==> src/rtl/riscv_pipe_pkg.sv <==
// Shared opcode constants, sequencer state encoding and register-usage helpers
// for the 3-stage RV32I pipeline.
package riscv_pipe_pkg;

  localparam logic [6:0] OPC_LOAD      = 7'b0000011;
  localparam logic [6:0] OPC_STORE     = 7'b0100011;
  localparam logic [6:0] OPC_BRANCH    = 7'b1100011;
  localparam logic [6:0] OPC_ARI_RTYPE = 7'b0110011;
  localparam logic [6:0] OPC_ARI_ITYPE = 7'b0010011;
  localparam logic [6:0] OPC_LUI       = 7'b0110111;
  localparam logic [6:0] OPC_AUIPC     = 7'b0010111;
  localparam logic [6:0] OPC_JAL       = 7'b1101111;
  localparam logic [6:0] OPC_JALR      = 7'b1100111;

  typedef enum logic [1:0] {
    RUN   = 2'd0,
    DWAIT = 2'd1,
    DROP  = 2'd2
  } state_e;

  function automatic logic uses_rs1(input logic [6:0] opc);
    return !((opc == OPC_LUI) || (opc == OPC_AUIPC) || (opc == OPC_JAL));
  endfunction

  function automatic logic uses_rs2(input logic [6:0] opc);
    return (opc == OPC_ARI_RTYPE) || (opc == OPC_STORE) || (opc == OPC_BRANCH);
  endfunction

  function automatic logic is_mem_op(input logic [6:0] opc);
    return (opc == OPC_LOAD) || (opc == OPC_STORE);
  endfunction

endpackage

==> src/rtl/pipe_sequencer_if.sv <==
// Pipeline-facing bundle of the sequencer: stage decode fields, memory
// handshakes and the hold/kill/forward controls it returns.
interface pipe_sequencer_if;

  logic [6:0] opcode_x;
  logic [4:0] rs1_x;
  logic [4:0] rs2_x;
  logic [6:0] opcode_w;
  logic [4:0] rd_w;
  logic       wb_en_w;
  logic       redirect_x;
  logic       imem_ready;
  logic       dmem_ready;
  logic       dmem_req;
  logic       stall_f;
  logic       stall_x;
  logic       bubble_w;
  logic       flush_x;
  logic       fwd_a;
  logic       fwd_b;

  // Pipeline datapath side
  modport master (
    output opcode_x, rs1_x, rs2_x, opcode_w, rd_w, wb_en_w,
    output redirect_x, imem_ready, dmem_ready,
    input  dmem_req, stall_f, stall_x, bubble_w, flush_x, fwd_a, fwd_b
  );

  // Sequencer side
  modport slave (
    input  opcode_x, rs1_x, rs2_x, opcode_w, rd_w, wb_en_w,
    input  redirect_x, imem_ready, dmem_ready,
    output dmem_req, stall_f, stall_x, bubble_w, flush_x, fwd_a, fwd_b
  );

endinterface

==> src/rtl/pipe_sequencer_hazard_detect.sv <==
// Combinational register-usage decode, W->X forwarding selects and load-use
// detection between the X and W stages.
module hazard_detect
  import riscv_pipe_pkg::*;
(
  input  logic [6:0] opcode_x,
  input  logic [4:0] rs1_x,
  input  logic [4:0] rs2_x,
  input  logic [6:0] opcode_w,
  input  logic [4:0] rd_w,
  input  logic       wb_en_w,
  output logic       fwd_a,
  output logic       fwd_b,
  output logic       lduse
);

  logic w_writer;
  logic w_load;
  logic hit_a;
  logic hit_b;

  always_comb begin
    w_writer = wb_en_w && (rd_w != 5'd0);
    w_load   = (opcode_w == OPC_LOAD);
    hit_a    = w_writer && uses_rs1(opcode_x) && (rs1_x == rd_w);
    hit_b    = w_writer && uses_rs2(opcode_x) && (rs2_x == rd_w);
    // A load result is not available in W yet, so it stalls instead of forwarding.
    fwd_a    = hit_a && !w_load;
    fwd_b    = hit_b && !w_load;
    lduse    = w_load && (hit_a || hit_b);
  end

endmodule

==> src/rtl/pipe_sequencer.sv <==
// Stall/flush/forward sequencer for the IF -> X -> W pipeline: Mealy control
// outputs from a RUN/DWAIT/DROP state machine plus saturating perf counters.
module pipe_sequencer
  import riscv_pipe_pkg::*;
#(
  parameter int CNT_W = 16
) (
  input  logic             clk,
  input  logic             rst_n,
  pipe_sequencer_if.slave  pif,
  input  logic             cnt_clr,
  output logic [CNT_W-1:0] stall_cnt,
  output logic [CNT_W-1:0] flush_cnt
);

  logic fwd_a_raw;
  logic fwd_b_raw;
  logic lduse;

  hazard_detect u_hazard_detect (
    .opcode_x (pif.opcode_x),
    .rs1_x    (pif.rs1_x),
    .rs2_x    (pif.rs2_x),
    .opcode_w (pif.opcode_w),
    .rd_w     (pif.rd_w),
    .wb_en_w  (pif.wb_en_w),
    .fwd_a    (fwd_a_raw),
    .fwd_b    (fwd_b_raw),
    .lduse    (lduse)
  );

  state_e           state_q, state_d;
  logic [CNT_W-1:0] stall_cnt_q, stall_cnt_d;
  logic [CNT_W-1:0] flush_cnt_q, flush_cnt_d;

  logic seq_dmem_req;
  logic seq_stall_f;
  logic seq_stall_x;
  logic seq_bubble_w;
  logic seq_flush_x;
  logic redirect_acc;

  always_comb begin
    state_d      = state_q;
    seq_dmem_req = 1'b0;
    seq_stall_f  = 1'b0;
    seq_stall_x  = 1'b0;
    seq_bubble_w = 1'b0;
    seq_flush_x  = 1'b0;
    redirect_acc = 1'b0;

    unique case (state_q)
      RUN: begin
        if (lduse) begin
          seq_stall_f  = 1'b1;
          seq_stall_x  = 1'b1;
          seq_bubble_w = 1'b1;
        end else if (is_mem_op(pif.opcode_x)) begin
          seq_dmem_req = 1'b1;
          if (!pif.dmem_ready) begin
            seq_stall_f  = 1'b1;
            seq_stall_x  = 1'b1;
            seq_bubble_w = 1'b1;
            state_d      = DWAIT;
          end
        end else if (pif.redirect_x) begin
          seq_flush_x  = 1'b1;
          redirect_acc = 1'b1;
          // The wrong-path fetch still in flight must be drained before refetch.
          if (!pif.imem_ready) begin
            seq_stall_f = 1'b1;
            state_d     = DROP;
          end
        end else if (!pif.imem_ready) begin
          seq_stall_f = 1'b1;
          seq_flush_x = 1'b1;
        end
      end

      DWAIT: begin
        seq_dmem_req = 1'b1;
        if (pif.dmem_ready) begin
          state_d = RUN;
        end else begin
          seq_stall_f  = 1'b1;
          seq_stall_x  = 1'b1;
          seq_bubble_w = 1'b1;
        end
      end

      DROP: begin
        seq_stall_f = 1'b1;
        seq_flush_x = 1'b1;
        if (pif.imem_ready) begin
          state_d = RUN;
        end
      end

      default: begin
        state_d = RUN;
      end
    endcase
  end

  // While reset is held the pipeline is frozen with NOPs flowing into W.
  always_comb begin
    if (!rst_n) begin
      pif.dmem_req = 1'b0;
      pif.stall_f  = 1'b1;
      pif.stall_x  = 1'b0;
      pif.bubble_w = 1'b1;
      pif.flush_x  = 1'b1;
      pif.fwd_a    = 1'b0;
      pif.fwd_b    = 1'b0;
    end else begin
      pif.dmem_req = seq_dmem_req;
      pif.stall_f  = seq_stall_f;
      pif.stall_x  = seq_stall_x;
      pif.bubble_w = seq_bubble_w;
      pif.flush_x  = seq_flush_x;
      pif.fwd_a    = fwd_a_raw;
      pif.fwd_b    = fwd_b_raw;
    end
  end

  always_comb begin
    stall_cnt_d = stall_cnt_q;
    flush_cnt_d = flush_cnt_q;
    if (cnt_clr) begin
      stall_cnt_d = '0;
      flush_cnt_d = '0;
    end else begin
      if (seq_stall_f && (stall_cnt_q != '1)) begin
        stall_cnt_d = stall_cnt_q + 1'b1;
      end
      if (redirect_acc && (flush_cnt_q != '1)) begin
        flush_cnt_d = flush_cnt_q + 1'b1;
      end
    end
  end

  always_ff @(posedge clk or negedge rst_n) begin
    if (!rst_n) begin
      state_q     <= RUN;
      stall_cnt_q <= '0;
      flush_cnt_q <= '0;
    end else begin
      state_q     <= state_d;
      stall_cnt_q <= stall_cnt_d;
      flush_cnt_q <= flush_cnt_d;
    end
  end

  assign stall_cnt = stall_cnt_q;
  assign flush_cnt = flush_cnt_q;

endmodule

==> src/flat_wrapper.sv <==
// flat-port wrapper written by rule: the top's interface ports become plain ports
module pipe_sequencer_flat import riscv_pipe_pkg::*;
#(
  parameter int CNT_W = 16
)
  (clk, rst_n, cnt_clr, stall_cnt, flush_cnt, pif_opcode_x, pif_rs1_x, pif_rs2_x, pif_opcode_w, pif_rd_w, pif_wb_en_w, pif_redirect_x, pif_imem_ready, pif_dmem_ready, pif_dmem_req, pif_stall_f, pif_stall_x, pif_bubble_w, pif_flush_x, pif_fwd_a, pif_fwd_b);
  pipe_sequencer_if pif_i ();
  input  logic clk;
  input  logic rst_n;
  input  logic cnt_clr;
  output logic [CNT_W-1:0] stall_cnt;
  output logic [CNT_W-1:0] flush_cnt;
  input wire logic [$bits(pif_i.opcode_x)-1:0] pif_opcode_x;
  input wire logic [$bits(pif_i.rs1_x)-1:0] pif_rs1_x;
  input wire logic [$bits(pif_i.rs2_x)-1:0] pif_rs2_x;
  input wire logic [$bits(pif_i.opcode_w)-1:0] pif_opcode_w;
  input wire logic [$bits(pif_i.rd_w)-1:0] pif_rd_w;
  input wire logic [$bits(pif_i.wb_en_w)-1:0] pif_wb_en_w;
  input wire logic [$bits(pif_i.redirect_x)-1:0] pif_redirect_x;
  input wire logic [$bits(pif_i.imem_ready)-1:0] pif_imem_ready;
  input wire logic [$bits(pif_i.dmem_ready)-1:0] pif_dmem_ready;
  output wire logic [$bits(pif_i.dmem_req)-1:0] pif_dmem_req;
  output wire logic [$bits(pif_i.stall_f)-1:0] pif_stall_f;
  output wire logic [$bits(pif_i.stall_x)-1:0] pif_stall_x;
  output wire logic [$bits(pif_i.bubble_w)-1:0] pif_bubble_w;
  output wire logic [$bits(pif_i.flush_x)-1:0] pif_flush_x;
  output wire logic [$bits(pif_i.fwd_a)-1:0] pif_fwd_a;
  output wire logic [$bits(pif_i.fwd_b)-1:0] pif_fwd_b;
  assign pif_i.opcode_x = pif_opcode_x;
  assign pif_i.rs1_x = pif_rs1_x;
  assign pif_i.rs2_x = pif_rs2_x;
  assign pif_i.opcode_w = pif_opcode_w;
  assign pif_i.rd_w = pif_rd_w;
  assign pif_i.wb_en_w = pif_wb_en_w;
  assign pif_i.redirect_x = pif_redirect_x;
  assign pif_i.imem_ready = pif_imem_ready;
  assign pif_i.dmem_ready = pif_dmem_ready;
  assign pif_dmem_req = pif_i.dmem_req;
  assign pif_stall_f = pif_i.stall_f;
  assign pif_stall_x = pif_i.stall_x;
  assign pif_bubble_w = pif_i.bubble_w;
  assign pif_flush_x = pif_i.flush_x;
  assign pif_fwd_a = pif_i.fwd_a;
  assign pif_fwd_b = pif_i.fwd_b;
  pipe_sequencer #(.CNT_W(CNT_W)) u_core (.clk(clk), .rst_n(rst_n), .pif(pif_i), .cnt_clr(cnt_clr), .stall_cnt(stall_cnt), .flush_cnt(flush_cnt));
endmodule
==> config.mk <==
export PLATFORM = sky130hd
export DESIGN_NAME = pipe_sequencer_flat
export DESIGN_NICKNAME = d
export VERILOG_FILES = /design/src/rtl/riscv_pipe_pkg.sv /design/src/rtl/pipe_sequencer_if.sv /design/src/rtl/pipe_sequencer_hazard_detect.sv /design/src/rtl/pipe_sequencer.sv /design/src/flat_wrapper.sv
export SDC_FILE = /design/constraint.sdc
export NUM_CORES = 1
export LEC_CHECK = 0
export CAP_MARGIN = 20
export CORE_MARGIN = 3
export CORE_UTILIZATION = 46
export CTS_BUF_LIST = sky130_fd_sc_hd__clkbuf_16
export CTS_CLUSTER_DIAMETER = 120
export DETAILED_ROUTE_END_ITERATION = 8
export PLACE_DENSITY = 0.81
export SYNTH_ARGS = -nofsm -noshare
export SYNTH_HDL_FRONTEND = slang
export SYNTH_SLANG_ARGS = --single-unit
==> constraint.sdc <==
create_clock -name clk -period 3.3 [get_ports clk]
set_clock_uncertainty 0.15 [all_clocks]
set_input_delay 0.66 -clock clk [delete_from_list [all_inputs] [get_ports clk]]
set_output_delay 0.66 -clock clk [all_outputs]
set_load 0.1 [all_outputs]
==> insert_results.sql <==
INSERT INTO impl_metrics (metric_group, metric, value, unit) VALUES
('outcome', 'status', 'completed', ''),
('power', 'ir_drop_worst_case_vdd', '408', 'uV'),
('drt', 'route.final.wire_length', '6480', 'um'),
('global_route', 'vias_in_the_first_global_route', '2175', ''),
('die', 'fp-row-count', '24', ''),
('drt', 'detail-route-antenna-nets', '0', ''),
('drt', 'first_iter_violations', '103', ''),
('place', 'post-place-cells', '402', ''),
('global_route', 'grt_start_max_net_pins', '32', ''),
('setup_path', 'critical_path_arrival', '2.41', 'ns'),
('sta', 'slew_at_the_pin_closest_to_its_max_slew_limit', '0.788', 'ns'),
('global_route', 'antenna_found_initial', '0', ''),
('synth', 'synth_top_flop_cell', 'sky130_fd_sc_hd__dfrtp_1', ''),
('synth', 'post_synth_num_cell_types', '52', ''),
('clocking', 'cts.htree.levels', '2', ''),
('global_route', 'gr-usage-all-layers', '0.232', ''),
('setup_path', 'cells_along_the_critical_path', 'clkdlybuf4s50_1 > nor4_2 > nand4b_2 > a21oi_4 > inv_2 > o22ai_2 > and3b_2 > buf_12', ''),
('drt', 'route.detailed.vias_per_inst', '5.64', ''),
('synth', 'synth_sequential_area_ratio', '0.381', ''),
('synth', 'synth_enable_flop_cells', '0', ''),
('layout', 'layout-drive-gt1-share', '0.306', ''),
('setup_path', 'crit_type', 'input port to primary output', ''),
('sta', 'finalMaxSlewViolations', '0', ''),
('power', 'power_leakage', '0.00152', 'uW'),
('setup_path', 'cp_max_fo', '4', ''),
('synth', 'netlist_area', '2230', 'um^2'),
('setup_path', 'worst_reg2reg_path_endpoint', 'u_core.flush_cnt[9]$_DFFE_PN0P_', ''),
('setup_path', 'cp_slowest_cell', 'sky130_fd_sc_hd__clkdlybuf4s50_1', ''),
('drt', 'remaining_design_rule_violation_count', '0', ''),
('layout', 'layout.nets', '383', ''),
('synth', 'synthCells', '248', ''),
('die', 'floorplan.die.height', '75.7', 'um'),
('setup_path', 'launching_element_type_of_the_critical_path', 'input port', ''),
('sta', 'period_needed', '3.22', 'ns'),
('setup_path', 'cp.buffers_inverters', '3', ''),
('layout', 'layout_commonest_cell', 'sky130_fd_sc_hd__buf_4', ''),
('synth', 'synthesis.area_per_instance', '9.01', 'um^2'),
('place', 'port_buffers', '74', ''),
('synth', 'syn_nets', '286', ''),
('sta', 'final-setup-viol-count', '0', ''),
('layout', 'instances_no_fill', '411', ''),
('clocking', 'numClockSinks', '34', ''),
('setup_path', 'critPathRequiredTime', '2.49', 'ns'),
('clocking', 'clk_pin_slew', '0.06', 'ns'),
('layout', 'footprint_of_the_multi_input_gates', '1430', 'um^2'),
('die', 'chipWidth', '75.7', 'um'),
('drt', 'first_pass_iters', '4', ''),
('hold_path', 'hold_path_class', 'input port to asynchronous set/reset pin', ''),
('clocking', 'worst_skew_pair.late_latency', '0.28', 'ns'),
('clocking', 'cts-hold-fix-buffers', '0', ''),
('setup_path', 'slowest_stage_delay_cp', '0.42', 'ns'),
('layout', 'mostFrequentLayoutCells', 'sky130_fd_sc_hd__buf_4, sky130_fd_sc_hd__dfrtp_1, sky130_fd_sc_hd__nor2_1', ''),
('clocking', 'numCtsBuffers', '5', ''),
('power', 'power.density', '343', 'nW/um^2'),
('clocking', 'clock-root-buffer', 'sky130_fd_sc_hd__clkbuf_16', ''),
('place', 'detailed_place_hpwl', '4680', 'um'),
('synth', 'postSynthRegisterBits', '34', ''),
('drt', 'wire_per_inst', '15.8', 'um'),
('setup_path', 'rr_worst_depth', '7', ''),
('clocking', 'cts_tree', 'yes', ''),
('sta', 'timing.final.hold_violations', '0', ''),
('layout', 'register_area', '851', 'um^2'),
('global_route', 'grt_remaining_overflow', '0', ''),
('die', 'fp.dieArea', '5730', 'um^2'),
('setup_path', 'worst_r2r_startpoint', 'u_core.flush_cnt[0]$_DFFE_PN0P_', ''),
('layout', 'fill_cells', '327', ''),
('clocking', 'clock_tree.buffer_depth', '2', ''),
('layout', 'flow.area_growth_from_synthesis', '54.8', '%'),
('global_route', 'grt_pass1_wl', '10200', 'um'),
('synth', 'yosys_warnings', '0', ''),
('power', 'total_power', '1190', 'uW');
-- power breakdown --
part	internal [uW]	switching (uW)
Sequential	424	11.0
Clock	350	172
Combinational	88.0	141
-- what timing repair did --
item | CTS | global route
endpoints found under the setup margin | 5 | 4
gates resized for setup | 23 | 24
buffers inserted | 1 | 0
pin swaps | 13 | 13
-- Yosys cell counts (3+ instances only) --
library cell	n	area [um^2]
sky130_fd_sc_hd__nand3_1	17	85.1
sky130_fd_sc_hd__nor2b_1	3	18.8
sky130_fd_sc_hd__nor4_1	6	37.5
sky130_fd_sc_hd__nor3_1	11	55.1
sky130_fd_sc_hd__nor2_1	27	101
sky130_fd_sc_hd__o31ai_1	7	52.6
sky130_fd_sc_hd__or4_1	8	60.1
sky130_fd_sc_hd__a21oi_1	17	85.1
sky130_fd_sc_hd__dfrtp_1	34	851
sky130_fd_sc_hd__xor2_1	10	87.6
sky130_fd_sc_hd__nor4b_1	3	26.3
sky130_fd_sc_hd__o21ai_0	4	20.0
sky130_fd_sc_hd__clkbuf_1	5	18.8
sky130_fd_sc_hd__nor3b_1	3	22.5
sky130_fd_sc_hd__and3_1	6	37.5
sky130_fd_sc_hd__nand4_1	5	31.3
sky130_fd_sc_hd__xnor2_1	14	123
sky130_fd_sc_hd__or3_1	5	31.3
sky130_fd_sc_hd__nand2_1	14	52.6
sky130_fd_sc_hd__inv_1	8	30.0
sky130_fd_sc_hd__o21ai_1	4	20.0
-- kinds of logic (layout without fill, tap and decap cells) --
group / Yosys count / count (layout) / share of synthesized area
AO/OA/AOI/OAI: 46 / 46 / 0.144
XOR/XNOR: 24 / 24 / 0.0941
adder cells (fa/ha/maj): 2 / 2 / 0.0112
buffers and inverters: 16 / 114 / 0.0314
flip-flops: 34 / 34 / 0.381
multiplexers: 3 / 3 / 0.0162
AND/OR/NAND/NOR: 123 / 123 / 0.323
-- metrics by stage --
stage                     setup slack [ns]  cell area, um^2  hold WS (ns)  setup TNS (ns)   util
after global placement              -0.179             3210         0.382           -1.24  0.707
after global routing               -0.0304             3460         0.102         -0.0304  0.763
final                               0.0836             3460        0.0946               0  0.763
after floorplan                     -0.270             2270         0.214          -0.696      -
after CTS                          0.00106             3400        0.0916               0  0.751
after detailed placement            -0.213             3210         0.388           -2.03  0.707
-- sequential cells by signal, summed over array words and instances, names as in the netlist --
signal,cells
u_core.flush_cnt,16
u_core.stall_cnt,16
u_core.state_q,2
-- metal layers --
layer / GRT usage / routed length (um) / vias to the layer above / part of all wire
met5: 0 / 0 / - / 0
li1: - / - / 1104 / -
met1: 0.289 / 2650 / 1137 / 0.41
met4: 0.0602 / 48 / 0 / 0.0074
met3: 0.0369 / 287 / 6 / 0.044
met2: 0.417 / 3500 / 70 / 0.54
-- worst max-delay path by stage --
stage | cells past startpoint | slack, ns | startpoint | to
3_3_place_gp | 9 | -0.18 | pif_rd_w[0] | pif_dmem_req
2_1_floorplan | 8 | -0.27 | pif_rd_w[0] | pif_dmem_req
4_1_cts | 9 | 0.001 | pif_rs1_x[0] | pif_stall_x
3_5_place_dp | 9 | -0.21 | pif_rd_w[0] | pif_dmem_req
6_report | 8 | 0.08 | pif_opcode_w[4] | pif_stall_x
5_1_grt | 8 | -0.03 | pif_opcode_w[4] | pif_stall_x
-- area by class of cell --
type,count,share of cell area
clock buffers,5,0.0362
clock inverters,3,0.0109
inverters,8,0.00868
multi-input cells,198,0.414
flip-flops and latches,34,0.246
well taps,65,0.0235
repair buffers,98,0.260
No activity file was read; power rests on OpenSTA's default activity.
==> RTL edit, RTL diff (same flow settings) <==
Make the reset (`rst_n`) synchronous in one clocked block.
--- a/src/rtl/pipe_sequencer.sv
+++ b/src/rtl/pipe_sequencer.sv
@@ -141,3 +141,3 @@
 
-  always_ff @(posedge clk or negedge rst_n) begin
+  always_ff @(posedge clk) begin
     if (!rst_n) begin
Behaviour: differs if rst_n is asserted again (counterexample within 4 cycles, from zero or initial values and one cycle with rst_n low); with rst_n held inactive, the same outputs for 10 cycles.
==> RTL edit against the unedited design <==
- worst setup slack got worse by 0.056 ns
- synthesized area down 7.6%
- critical endpoint is now pif_stall_f
- largest cell class unchanged
- total power fell by 6.3%
- sequential cell count stayed put
- register-to-register slack worse by 0.06 ns
- critical path depth is 1 higher
- routed wire length decreased by 9.4%
- cell count decreased by 1.7%
- design area fell by 5.5%
- sequential power down 4%
- sequential share of layout area shrank 3.8 points
==> RTL edit: results (changes against the unedited design) <==
| Metric | Value |
|---|---|
| Global-route wire length before repair | `9.404 mm (was 10.21 mm)` |
| GP Congestion | `0.8255 (was 0.8467)` |
| Synth unique cells | `52 (unchanged)` |
| Leakage power | `1.339 nW (was 1.523 nW)` |
| # nets final | `392 (was 383)` |
| Post-Syn Nets | `294 (was 286)` |
| Placed inst area | `3047 µm² (was 3206 µm²)` |
| Worst-margin pin slew | `0.4280 ns (was 0.7883 ns)` |
| Hold Crit Class | `register to register (was primary input to async pin)` |
| Commonest cells in the netlist | `dfxtp_1 (34), nand2_1 (32), nor2_1 (31) (was dfrtp_1 (34), nor2_1 (27), a21oi_1 (17), nand3_1 (17))` |
| Pre-antenna DRT Iters | `4 (unchanged)` |
| R2r setup slk | `0.75 ns (was 0.81 ns)` |
| CP max stage cell | `or4_4 (was clkdlybuf4s50_1)` |
| Largest net degree at the start of global routing | `24 (was 32)` |
| Hold WS | `0.3422 ns (was 0.09462 ns)` |
| Yosys warns | `0 (unchanged)` |
| Peak VDD IR | `235.9 µV (was 407.7 µV)` |
| WL final | `5.872 mm (was 6.479 mm)` |
| Largest cells by area after synthesis | `dfxtp_1 (33%), nand2_1 (5.8%), nor2_1 (5.6%) (was dfrtp_1 (38%), xnor2_1 (5.5%), nor2_1 (4.5%))` |
| Drt via density | `5.621 (was 5.637)` |
| # port buffers | `74 (unchanged)` |
| Root cell of the clock tree | `clkbuf_16 (unchanged)` |
| Clk_lat worst skew | `0.28 ns (about the same)` |
| R2r startpoint | `u_core.stall_cnt[0] (was u_core.flush_cnt[0])` |
| HPWL Detailed | `4.399 mm (was 4.682 mm)` |
| Detailed Route Iter0 Violations | `116 (was 103)` |
| FF-to-FF path depth | `9 (was 7)` |
| Top cell family by delay on the critical path | `buffers and inverters (was simple AND/OR/NAND/NOR gates)` |
| CP max stage delay | `0.50 ns (was 0.42 ns)` |
| Synth async-reset ratio | `0 (was 1.000)` |
| Worst hold start | `u_core.stall_cnt[10]` |
| Critical Path Source | `pif_rd_w[4] (was pif_opcode_w[4])` |
| Pre-CTS setup slack | `-0.3307 ns (was -0.2127 ns)` |
| Post-Synthesis Cells | `256 (was 248)` |
| Seq/Total Area, Yosys | `0.3295 (was 0.3807)` |
| CTS clk-pin slew, worst paths | `0.06 ns (about the same)` |
| Total track usage | `0.2249 (was 0.2321)` |
| Max FO, Critical Path | `3 (was 4)` |
| Vias | `2271 (was 2317)` |
| Layout cell share with drive strength beyond 1 | `0.2910 (was 0.3064)` |
| Worst-case clock buffer depth | `2 (unchanged)` |
| Post_cts resized | `40 (was 23)` |
| Status | `complete, no violations (unchanged)` |
| Post-CTS Setup Inserts | `3 (was 1)` |
| Hold Path Stages | `2` |
| Hold Crit Endpoint | `u_core.stall_cnt[10]` |
| CTS buffer count | `5 (unchanged)` |
| Number of global-route vias before repair | `2145 (was 2175)` |
| Ant. Diodes | `0 (unchanged)` |
| Initial antenna violation count | `0 (unchanged)` |
| H-tree depth | `2 (unchanged)` |
| Reg-to-reg endpoint | `u_core.stall_cnt[4] (was u_core.flush_cnt[9])` |
[RTL edit: cell count changes in the layout (fill, tap and decap cells not counted), sizes merged, moves of 7 or more]
cell / unedited run / this run
nand2: 14 / 32
dfxtp: 0 / 34
inv: 10 / 3
dfrtp: 34 / 0
[RTL edit: worst max-delay path by stage]
stage / endpoint / slack [ns] / cells past startpoint
2_1_floorplan: pif_bubble_w / -0.16 / 7
3_3_place_gp: pif_bubble_w / -0.27 / 8
3_5_place_dp: pif_bubble_w / -0.33 / 8
4_1_cts: pif_bubble_w / 0.003 / 8
5_1_grt: pif_bubble_w / -0.03 / 8
6_report: pif_stall_f / 0.03 / 9
[RTL edit: layer usage]
| layer | routed length, µm | track usage |
|---|---|---|
| met1 | 2244 | 0.2397 |
| met2 | 3069 | 0.4062 |
| met3 | 440 | 0.07851 |
| met4 | 117 | 0.07787 |
| met5 | 0 | 0 |
[RTL edit: logic make-up (layout without fill, tap and decap cells)]
family                   Yosys count  after routing  share of synthesized area
AND/OR/NAND/NOR                  140            140                     0.3610
AO/OA/AOI/OAI                     44             44                     0.1629
flip-flops                        34             34                     0.3295
XOR/XNOR                          21             21                    0.08903
buffers and inverters             11            109                    0.02604
multiplexers                       4              4                    0.01938
adder cells (fa/ha/maj)            2              2                    0.01211
[RTL edit: layout make-up]
type	instances	area [µm²]
inverters	3	11.26
fillers	296	903.4
well taps	50	62.56
clock buffers	5	125.1
clock inverters	2	33.78
flip-flops and latches	34	680.7
repair buffers	99	914.6
multi-input cells	211	1441
[RTL edit: power breakdown]
part / switching [W] / internal (W)
registers: 0.00000469 / 0.000414
logic: 0.0000970 / 0.0000863
clock network: 0.000162 / 0.000349
total: 0.000264 / 0.000849
